File: config.mk
export PLATFORM = sky130hd
export DESIGN_NAME = sub4_serial_flat
export DESIGN_NICKNAME = d
export VERILOG_FILES = /design/src/rtl/sub4_pkg.sv /design/src/rtl/sub4_serial_if.sv /design/src/rtl/fsub1.sv /design/src/rtl/sub4_serial.sv /design/src/flat_wrapper.sv
export SDC_FILE = /design/constraint.sdc
export NUM_CORES = 1
export LEC_CHECK = 0
export CAP_MARGIN = 20
export CORE_MARGIN = 2
export CORE_UTILIZATION = 43
export DETAILED_ROUTE_END_ITERATION = 8
export GPL_TIMING_DRIVEN = 0
export PLACE_DENSITY = 0.83
export SETUP_SLACK_MARGIN = 0.5
export SYNTH_ARGS = -nofsm -noshare
export SYNTH_HDL_FRONTEND = slang
export SYNTH_SLANG_ARGS = --single-unit
File: constraint.sdc
create_clock -name clk -period 1.1 [get_ports clk]
set_input_delay 0.33 -clock clk [delete_from_list [all_inputs] [get_ports clk]]
set_output_delay 0.33 -clock clk [all_outputs]
set_load 0.01 [all_outputs]
File: src/rtl/sub4_pkg.sv
// Shared definitions for the bit-serial 4-bit subtractor: state encoding,
// default operand width and bit-counter sizing.
package sub4_pkg;

  localparam int WIDTH_DEF = 4;

  typedef enum logic [1:0] {
    IDLE  = 2'd0,
    SHIFT = 2'd1,
    DONE  = 2'd2
  } state_t;

  // The counter only needs to index bits 0..width-1.
  function automatic int cnt_width(input int width);
    return (width > 1) ? $clog2(width) : 1;
  endfunction

  localparam int CNT_W = cnt_width(WIDTH_DEF);

endpackage

File: src/rtl/sub4_serial_if.sv
// Request/result bus of the serial subtractor.
// Handshake: a request is taken on a rising edge where start=1 and in_ready=1;
// out_valid pulses for one cycle when d/bout carry a new result (no back-pressure).
interface sub4_serial_if #(
  parameter int WIDTH = 4
);
  logic             start;
  logic [WIDTH-1:0] a;
  logic [WIDTH-1:0] b;
  logic             bin;
  logic             in_ready;
  logic [WIDTH-1:0] d;
  logic             bout;
  logic             out_valid;

  modport master (
    output start, a, b, bin,
    input  in_ready, d, bout, out_valid
  );

  modport slave (
    input  start, a, b, bin,
    output in_ready, d, bout, out_valid
  );
endinterface

File: src/rtl/fsub1.sv
// One-bit full subtractor: d = a - b - bi, bo is the borrow out.
module fsub1 (
  input  logic a,
  input  logic b,
  input  logic bi,
  output logic d,
  output logic bo
);
  assign d  = a ^ b ^ bi;
  assign bo = (~a & b) | (~a & bi) | (b & bi);
endmodule

File: src/rtl/sub4_serial.sv
// Bit-serial subtractor: one operand bit per cycle, LSB first, result and
// borrow land in registered outputs after WIDTH shift cycles.
module sub4_serial
  import sub4_pkg::*;
#(
  parameter int WIDTH = WIDTH_DEF
) (
  input  logic          clk,
  input  logic          rst_n,
  sub4_serial_if.slave  bus,
  output state_t        state_dbg
);

  localparam int CW = cnt_width(WIDTH);

  state_t           state;
  state_t           state_next;
  logic [WIDTH-1:0] sh_a;
  logic [WIDTH-1:0] sh_b;
  logic [WIDTH-1:0] res;
  logic [CW-1:0]    cnt;
  logic             br;
  logic [WIDTH-1:0] d_q;
  logic             bout_q;
  logic             bit_d;
  logic             bit_bo;
  logic             load;
  logic             last;

  assign load = (state == IDLE) && bus.start;
  assign last = (cnt == CW'(WIDTH - 1));

  fsub1 u_fsub1 (
    .a  (sh_a[0]),
    .b  (sh_b[0]),
    .bi (br),
    .d  (bit_d),
    .bo (bit_bo)
  );

  // State register
  always_ff @(posedge clk or negedge rst_n) begin
    if (!rst_n) begin
      state <= IDLE;
    end else begin
      state <= state_next;
    end
  end

  // Next-state logic
  always_comb begin
    state_next = state;
    case (state)
      IDLE:    if (bus.start) state_next = SHIFT;
      SHIFT:   if (last)      state_next = DONE;
      DONE:    state_next = IDLE;
      default: state_next = IDLE;
    endcase
  end

  // Output logic
  always_comb begin
    bus.in_ready  = 1'b0;
    bus.out_valid = 1'b0;
    case (state)
      IDLE:    bus.in_ready  = 1'b1;
      DONE:    bus.out_valid = 1'b1;
      default: ;
    endcase
  end

  // Datapath; the final shift writes straight into the output registers so
  // d/bout stay frozen for the whole operation until that edge.
  always_ff @(posedge clk or negedge rst_n) begin
    if (!rst_n) begin
      sh_a   <= '0;
      sh_b   <= '0;
      res    <= '0;
      cnt    <= '0;
      br     <= 1'b0;
      d_q    <= '0;
      bout_q <= 1'b0;
    end else if (load) begin
      sh_a <= bus.a;
      sh_b <= bus.b;
      br   <= bus.bin;
      res  <= '0;
      cnt  <= '0;
    end else if (state == SHIFT) begin
      sh_a <= sh_a >> 1;
      sh_b <= sh_b >> 1;
      br   <= bit_bo;
      res  <= {bit_d, res[WIDTH-1:1]};
      cnt  <= cnt + 1'b1;
      if (last) begin
        d_q    <= {bit_d, res[WIDTH-1:1]};
        bout_q <= bit_bo;
      end
    end
  end

  assign bus.d     = d_q;
  assign bus.bout  = bout_q;
  assign state_dbg = state;

endmodule

File: src/flat_wrapper.sv
// flat-port wrapper written by rule: the top's interface ports become plain ports
module sub4_serial_flat import sub4_pkg::*;
#(
  parameter int WIDTH = WIDTH_DEF
)
  (clk, rst_n, state_dbg, bus_start, bus_a, bus_b, bus_bin, bus_in_ready, bus_d, bus_bout, bus_out_valid);
  sub4_serial_if #(.WIDTH(WIDTH)) bus_i ();
  input  logic clk;
  input  logic rst_n;
  output state_t state_dbg;
  input wire logic [$bits(bus_i.start)-1:0] bus_start;
  input wire logic [$bits(bus_i.a)-1:0] bus_a;
  input wire logic [$bits(bus_i.b)-1:0] bus_b;
  input wire logic [$bits(bus_i.bin)-1:0] bus_bin;
  output wire logic [$bits(bus_i.in_ready)-1:0] bus_in_ready;
  output wire logic [$bits(bus_i.d)-1:0] bus_d;
  output wire logic [$bits(bus_i.bout)-1:0] bus_bout;
  output wire logic [$bits(bus_i.out_valid)-1:0] bus_out_valid;
  assign bus_i.start = bus_start;
  assign bus_i.a = bus_a;
  assign bus_i.b = bus_b;
  assign bus_i.bin = bus_bin;
  assign bus_in_ready = bus_i.in_ready;
  assign bus_d = bus_i.d;
  assign bus_bout = bus_i.bout;
  assign bus_out_valid = bus_i.out_valid;
  sub4_serial #(.WIDTH(WIDTH)) u_core (.clk(clk), .rst_n(rst_n), .bus(bus_i), .state_dbg(state_dbg));
endmodule
-- Word level (Yosys, flattened, before mapping)
Index checks and enable logic that the tools add are counted.
W data, S select, Z words.
- add/subtract/negate cells: 1
- equality and inequality tests: 5
- mux-type cells: 15
- bitwise gates (word level): 9
- reduce and logical (&&, ||, !) cells: 5
- operators by type and width (operator ; number):
    $mux W4 ; 6
    $mux W2 ; 4
    $eq A2 B2 Y1 const B ; 2
    $mux W1 ; 4
    $pmux W2 S2 ; 1
    $and A1 B1 Y1 ; 3
    $reduce_and A3 Y1 ; 1
    $add A2 B1 Y2 const B ; 1
    $eq A2 B1 Y1 const B ; 1
    $logic_not A2 Y1 ; 1
    $ne A2 B1 Y1 const B ; 1
    $ne A2 B2 Y1 const B ; 1
    $not A1 Y1 ; 2
    $or A1 B1 Y1 ; 2
    $reduce_and A2 Y1 ; 1
    $reduce_bool A2 Y1 ; 1
    $xor A1 B1 Y1 ; 2
    $logic_and A1 B1 Y1 ; 1
- flip-flop bits (word level): 22
- bits of input ports: 12
- output and inout port bits: 9

-- Depth between registers and ports, before layout
Gate-level depths: netlist of run 1.
- depth in word-level cells: 6
- mapped depth: 4
- depth with buffers taken out: 4

-- Cells and area by module
From an unflattened synthesis of run 1, not the netlist that was laid out.
- cells, all modules: 70
- area total of the unflattened synthesis: 978.4 sq um
- modules (own cells, without submodules) (module ; times used ; cells an instance ; area an instance (sq um) ; seq. area each (sq um)):
    sub4_serial ; 1 ; 67 ; 950.9 ; 525.5
    fsub1 ; 1 ; 3 ; 27.5 ; 0.0

-- Worst setup path before layout of run 1
Ideal clock, no wire load.
- kind: reg2reg
- from: register u_core.sh_a[0]
- to: register u_core.bout_q, in the netlist u_core.bus.bout
- arrival time: 1.081 ns
- path slack: -0.106 ns
- cell stages (with the launch flop): 4
- path buffers: 0
- period minus slack after synthesis: 1.206 ns
- cell sequence: dfrtp_1 > inv_1 > fa_1 > mux2_4
- longest elaborated chain between the ends: 4
- elaborated cells between the ends (all ways): 5
- those cells by class: 5 x bitwise
- ends and longest elaborated chain (item ; RTL line ; RTL):
    start, declared ; sub4_serial.sv:18 ; logic [WIDTH-1:0] sh_a;
    start signal, assigned ; sub4_serial.sv:84 ; sh_a <= bus.a;
    start signal, assigned ; sub4_serial.sv:90 ; sh_a <= sh_a >> 1;
    $not A1 Y1 * ; fsub1.sv:10 ; assign bo = (~a & b) | (~a & bi) | (b & bi);
    $and A1 B1 Y1 ; fsub1.sv:10 ;
    $or A1 B1 Y1 * (2 in series) ; fsub1.sv:10 ;
    named net u_core.bit_bo ; sub4_serial.sv:26 ; logic bit_bo;
    end signal, assigned ; sub4_serial.sv:97 ; bout_q <= bit_bo;
    end, declared ; sub4_serial.sv:24 ; logic bout_q;
The timed path passes the listed nets; every way through them passes the cells marked *.
A chain may end at the register's enable or synchronous reset.

-- Worst setup path in the final report of run 1
- from: register u_core.state[1], in the netlist u_core.state_dbg[1]
- to: register u_core.sh_b[2]
- longest elaborated chain between the ends: 3
- elaborated cells between the ends (all ways): 5
- those cells by class: 1 x eq/ne; 1 x mux; 3 x reduce/logical
- ends and longest elaborated chain (item ; RTL line ; RTL):
    start, declared ; sub4_serial.sv:16 ; state_t state;
    start signal, assigned ; sub4_serial.sv:46 ; state <= state_next;
    $logic_not A2 Y1 ; sub4_serial.sv:30 ; assign load = (state == IDLE) && bus.start;
    $logic_and A1 B1 Y1 ; sub4_serial.sv:30 ;
    $mux W4 / $reduce_bool A2 Y1 (equally long branches) ; -- ;
    end signal, assigned ; sub4_serial.sv:85 ; sh_b <= bus.b;
    end signal, assigned ; sub4_serial.sv:91 ; sh_b <= sh_b >> 1;
    end, declared ; sub4_serial.sv:19 ; logic [WIDTH-1:0] sh_b;
Parallel ways exist; a longest one is shown, timed or not.

==> out/results.ini, run 1 <==
[pwr]
power_switching_mw = 1.768
pwr-share-seq_pct = 31.7
report.power.total_mw = 4.593
comb_power_share_pct = 60.6
power.internal_mw = 2.824
switching_share_pct = 38.50
clkPwrFrac_pct = 7.8
ir_drop_v = 0.001646
p_leak_nw = 0.7042
power_density_nw_per_um2 = 2972

[sta]
tightest_slew_ns = 0.5387
fin_ws_ns = -0.3233
max_slew_margin_pct = 64.09
finalSetupViolCount = 30
maxSlewViolCount = 0
finalHoldViolCount = 0
rsz0062_at_grt = yes
fin_crit_sh_pct = 129.4
period_needed_ns = 1.423
finClkSkew_ns = 0.003112
fmax_mhz = 702.6

[die]
rows = 17
pin_count = 21
die-area_sq_um = 2616
core-area_sq_um = 2148
die_h_um = 51.15
fp.dieW_um = 51.15
initial_core_util_pct = 44.50

[run]
drv_cap = 0

[setup_path]
rr_worst_depth = 5
path_depth = 5
crit_path_frequent_cell = buf_6
path_max_fanout = 7
critPathLaunchType = register
arrival_ns = 1.61
path_cells = buf_6 > buf_4 > buf_6 > nand2b_4 > o221a_4
crit_buf_inv = 3
crit_type = register to register
cpPeakStageDelay_ns = 0.42
critPathTopFamily = flip-flops
slowest_stage = dfrtp_1
worstPathRequired_ns = 1.29
end_kind = register

[global_routing]
antenna_found_initial = 0
grt_pass1_wl_mm = 3.643
overflow = 0
grt_max_degree = 22
grt_pass1_vias = 766
track_usage_pct = 18.43

[logic_synthesis]
syn_area_sq_um = 955.9
synth.top_cell.area_share_pct = 54.97
synth_fp_nets = 92
synth_area_per_cell_sq_um = 12.26
synthCells = 78
async_flop_share_pct = 100.0
ys_seq_area_share_pct = 54.97
synth_ff_type = dfrtp_1
synth_cell_type_count = 23
synth-seq-cells = 21
synth_edf_count = 0
synthTopCellsByArea = dfrtp_1, o22ai_1, mux2_4, a22o_1, a21oi_1
synth_top_area_cell = dfrtp_1
ys_warn_count = 0

[clocking]
clk_latency_ns = 0.29
numCtsBuffers = 3
clock_sinks = 21
cts-root-buf = clkbuf_4
cts_tree = yes
htree_levels = 1
cts_buffer_depth = 2
path_clk_slew_ns = 0.11

[placement]
finalWeightedCongestion = 0.7565
detailed_place_hpwl_mm = 1.314
portBuffers = 19

[drt]
route.detailed.drc = 0
met2_wirelength_mm = 1.313
drt_iter0_markers = 20
viasPerCell = 5.422
wl_met1_mm = 1.134
top_layer = met4
routed-via-count = 797
postRouteWirelength_mm = 2.608
dr_wl_met3_um = 103
drtAntennaViolNets = 0
wl_per_cell_um = 17.74
first_pass_iters = 4

[status]
violations = negative setup slack
status = complete, but fails checks

[cells_and_area]
fillers = 160
syn2layout_area_growth_pct = 61.65
final_cell_mix = dfrtp_1, buf_4, clkdlybuf4s50_1
drive_gt1_share_pct = 60.50
post-route-util_pct = 71.93
final_nets = 134
final_common_cell = dfrtp_1
diodes = 0

[min_path]
hold_class = input pin to async pin

worst register-to-register path, cell delays in order (launching register included):
cell	delay, ns
dfrtp_1	0.42
buf_6	0.15
buf_4	0.15
buf_6	0.12
nand2b_4	0.21
o221a_4	0.28
worst paths after layout:
check / to / from / slack [ns]
setup / recovery: u_core.sh_b[2] / u_core.state_dbg[1] / -0.32
hold / removal: u_core.bus.d[0] / rst_n / 0.1
setup reg to reg: u_core.sh_b[2] / u_core.state_dbg[1] / -0.32
hold reg to reg: u_core.res[1] / u_core.res[1] / 0.51
max in group asynchronous: u_core.sh_b[0] / rst_n / 0.65
min in group clk: u_core.state_dbg[0] / bus_start / 0.43
cells by family (layout without fill, tap and decap cells):
kind of cell             Yosys count  count (layout)  share of synthesized area (%)
multiplexers                       4               4                          6.283
flip-flops                        21              21                          54.97
adder cells (fa/ha/maj)            2               2                          3.403
AO/OA/AOI/OAI                     28              28                          20.55
buffers and inverters              7              48                          4.318
AND/OR/NAND/NOR                   16              16                          10.47
power groups by stage:
stage          combinational [mW]  sequential (mW)  clock (mW)
5_1_grt                      2.96             1.48       0.407
3_5_place_dp                 1.84             1.40           0
4_1_cts                      2.15             1.38       0.368
6_report                     2.78             1.45       0.356
2_1_floorplan                1.26             1.41           0
3_3_place_gp                 1.78             1.39           0
per-stage QoR:
step                hold slack (ns)  TNS (ns)  cell area [sq um]  cells  setup slack [ns]
floorplan                   0.03441   -0.2746               1027     78          -0.05395
global placement             0.4693    -10.18               1252    125           -0.4745
detailed placement           0.4875    -10.84               1252    125           -0.4571
CTS                          0.1007    -3.479               1400    141           -0.2968
global route                 0.1311    -6.958               1545    147           -0.3599
finish                      0.09653    -5.554               1545    147           -0.3233
state kept, by name, summed over array words and instances, names as in the netlist:
name              flops
u_core.br             1
u_core.bus.bout       1
u_core.bus.d          4
u_core.cnt            2
u_core.res            3
u_core.sh_a           4
u_core.sh_b           4
u_core.state_dbg      2
what timing repair did:
item                       CTS  global route
resized for setup           49            22
setup endpoints to repair   51            30
setup buffers               12             6
pin swaps                    9             9
hold buffers                 0             0
Yosys cell counts (2+ instances only):
cell type / instances
mux2_4: 4
a21oi_1: 5
nand2_1: 4
o21ai_0: 5
buf_4: 2
inv_1: 3
dfrtp_1: 21
o22ai_1: 10
nand2b_1: 3
a22o_1: 3
a2bb2oi_1: 2
nor2_1: 5
cell type report:
type                            instances  area [sq um]  share of cell area, %
Buffer                                  3         33.78                  2.186
Clock buffer                            4         26.28                  1.700
Inverter                                4         30.03                  1.943
Multi-Input combinational cell         50         566.8                  36.68
Sequential cell                        21         525.5                  34.01
Tap cell                               28         35.03                  2.267
Timing Repair Buffer                   37         327.8                  21.21
routing by layer:
| metal | GRT usage (%) | vias to the layer above |
|---|---|---|
| met5 | 0 | - |
| met4 | 6.306 | 0 |
| met3 | 2.924 | 8 |
| met2 | 29.22 | 26 |
| met1 | 25.67 | 397 |
| li1 | - | 366 |
No activity file was read; power rests on OpenSTA's default activity.
==> run 2, diff against run 1 <==
--- a/config.mk
+++ b/config.mk
@@ -14,2 +14,3 @@
 export SETUP_SLACK_MARGIN = 0.5
+export SLEW_MARGIN = 10
 export SYNTH_ARGS = -nofsm -noshare
==> constraint.sdc (replaced) <==
create_clock -name clk -period 1.1 [get_ports clk]
set_input_delay 0.165 -clock clk [delete_from_list [all_inputs] [get_ports clk]]
set_output_delay 0.165 -clock clk [all_outputs]
set_load 0.01 [all_outputs]
==> run 2 against run 1 <==
  * Largest power group unchanged
  * Count of clock-buffer cells in the layout stayed put
  * Utilization down 0.76 points
  * Critical path type unchanged
  * Critical endpoint unchanged
  * Power down 5.1%
  * Non-clock buffer count rose by 3
  * Sequential share of layout area is 0.36 points higher
  * The run ends with negative hold slack, negative setup slack left
  * Setup slack better by 0.073 ns
==> out/results.ini, run 2 (same netlist as run 1, synthesis figures left out) <==
[setup_path]
path_depth = 5  ; unchanged
rr_worst_depth = 5  ; unchanged
path_cells = buf_6 > buf_8 > buf_4 > nand2b_4 > o221a_4
end_kind = register
crit_buf_inv = 3  ; unchanged
crit_type = register to register
critPathLaunchType = register
critPathTopFamily = buffers and inverters
arrival_ns = 1.56  ; -0.05 ns
path_max_fanout = 6  ; -1
worstPathRequired_ns = 1.31  ; +0.02 ns
cpPeakStageDelay_ns = 0.41  ; about the same
slowest_stage = dfrtp_1

[cells_and_area]
stdcell_count = 150  ; +2.0%
final_nets = 137  ; +2.2%
drive_gt1_share_pct = 56.56  ; -3.9 points
syn2layout_area_growth_pct = 59.95
fillers = 153  ; -4.4%
final_common_cell = dfrtp_1
diodes = 0  ; unchanged
final_cell_mix = dfrtp_1, buf_4, clkdlybuf4s50_1

[global_routing]
grtUsageMet2_pct = 27.92  ; -1.3 points
antenna_found_initial = 0  ; unchanged
grt_max_degree = 22  ; unchanged
track_usage_pct = 16.88  ; -1.6 points
grt_pass1_vias = 762  ; -0.52%
grt_use_met3_pct = 4.094  ; +1.2 points
overflow = 0  ; unchanged
grt_busiest_layer = met2
grt_use_met1_pct = 21.48  ; -4.2 points
grt_pass1_wl_mm = 3.353  ; -8.0%

[status]
status = complete, but fails checks
violations = negative hold slack, negative setup slack

[drt]
wl_per_cell_um = 14.71  ; -17%
viasPerCell = 5.387  ; -0.65%
postRouteWirelength_mm = 2.207  ; -15%
routed-via-count = 808  ; +1.4%
drt_iter0_markers = 11  ; -45%
drtAntennaViolNets = 0  ; unchanged
first_pass_iters = 4  ; unchanged
route.detailed.drc = 0  ; unchanged

[die]
rows = 17  ; unchanged
initial_core_util_pct = 44.50  ; unchanged
fp.dieW_um = 51.15  ; unchanged
pin_count = 21  ; unchanged
die_h_um = 51.15  ; unchanged
die-area_sq_um = 2616  ; unchanged
core-area_sq_um = 2148  ; unchanged

[clocking]
path_clk_slew_ns = 0.12  ; about the same
cts_tree = yes
clk_latency_ns = 0.30  ; about the same
clock_sinks = 21  ; unchanged
cts-root-buf = clkbuf_4
numCtsBuffers = 3  ; unchanged
cts_buffer_depth = 2  ; unchanged
htree_levels = 1  ; unchanged

[placement]
portBuffers = 19  ; unchanged
dpl.cell_count = 125  ; unchanged
detailed_place_hpwl_mm = 1.325  ; +0.87%
pre_cts_slack_ns = -0.3012  ; +0.1558 ns
finalWeightedCongestion = 0.7708  ; +1.9%

[pwr]
p_leak_nw = 0.7125  ; +1.2%
pwr-share-seq_pct = 32.1  ; +0.4 points
power.internal_mw = 2.780  ; -1.6%
power_switching_mw = 1.576  ; -11%
power_density_nw_per_um2 = 2849  ; -4.1%
switching_share_pct = 36.17  ; -2.3 points
comb_power_share_pct = 59.3  ; -1.3 points
ir_drop_v = 0.001586  ; -3.6%
clkPwrFrac_pct = 8.6  ; +0.8 points

[sta]
max_slew_margin_pct = 65.01  ; +0.92 points
fin_ws_ns = -0.2503  ; +0.07302 ns
maxSlewViolCount = 0  ; unchanged
whs_ns = -0.09248  ; -0.1890 ns
finalHoldViolCount = 21  ; +21
fmax_mhz = 740.6  ; +5.4%
period_needed_ns = 1.350  ; -0.07302 ns
rsz0062_at_grt = yes
finClkSkew_ns = 0.004361  ; +0.001249 ns
finalSetupViolCount = 23  ; -23%
tightest_slew_ns = 0.5248  ; -0.01384 ns
fin_crit_sh_pct = 122.8  ; -6.6 points

[run]
drv_cap = 0  ; unchanged

[min_path]
hold_class = input pin to async pin

-- run 2: cell types whose count changed in the layout (fill, tap and decap cells not counted), moves of 2 or more --
cell | previous run | this run
o22ai_1 | 0 | 4
a21oi_1 | 2 | 4
a21oi_2 | 3 | 1
o22ai_2 | 8 | 6
o22ai_4 | 2 | 0
-- run 2: what timing repair did --
action,CTS,global route
pin swaps,6,3
endpoints found under the hold margin,21,21
endpoints found under the setup margin,51,30
resized for setup,53,11
buffers inserted,10,11
-- run 2: layer usage --
layer	wire, um	vias up
met3	90	0
met4	0	0
met2	1140	17
met5	0	-
met1	975	417
li1	-	374
-- run 2: stage by stage --
stage	instance area [sq um]	total power [mW]	hold WS [ns]	setup TNS, ns	utilization, %
floorplan	1030	2.666	-0.1306	-0.2722	-
global placement	1255	3.170	0.4675	-5.420	58.42
detailed placement	1255	3.240	0.4782	-6.349	58.42
CTS	1391	3.827	-0.07252	-3.860	64.76
global route	1529	4.639	-0.05311	-4.836	71.17
finish	1529	4.356	-0.09248	-3.815	71.17
-- run 2: worst paths after layout --
path                                startpoint                  end  slack (ns)
hold reg to reg                  u_core.res[1]        u_core.res[1]        0.51
setup reg to reg           u_core.state_dbg[1]       u_core.sh_b[2]       -0.25
min in group clk                     bus_start  u_core.state_dbg[0]        0.22
hold / removal                           rst_n      u_core.bus.d[2]       -0.09
setup / recovery           u_core.state_dbg[1]       u_core.sh_b[2]       -0.25
max in group asynchronous                rst_n      u_core.bus.d[0]        0.84
-- run 2: power groups by stage --
stage | Combinational, mW | Sequential [mW] | Clock, mW
2_1_floorplan | 1.26 | 1.41 | 0
4_1_cts | 2.05 | 1.39 | 0.382
3_5_place_dp | 1.84 | 1.40 | 0
3_3_place_gp | 1.79 | 1.38 | 0
5_1_grt | 2.78 | 1.44 | 0.413
6_report | 2.58 | 1.40 | 0.376
-- run 2: cell type report --
class                           count  area [sq um]  share of cell area (%)
Multi-Input combinational cell     50         520.5                   34.04
Inverter                            4         25.02                   1.637
Buffer                              3         38.79                   2.537
Sequential cell                    21         525.5                   34.37
Timing Repair Buffer               40         357.8                   23.40
Clock buffer                        4         26.28                   1.718
Tap cell                           28         35.03                   2.291
-- run 2: worst register-to-register path, cell delays in order, from the launching register on --
cell and delay, ns:
dfrtp_1 0.41, buf_6 0.14, buf_8 0.12, buf_4 0.15, nand2b_4 0.17, o221a_4 0.26
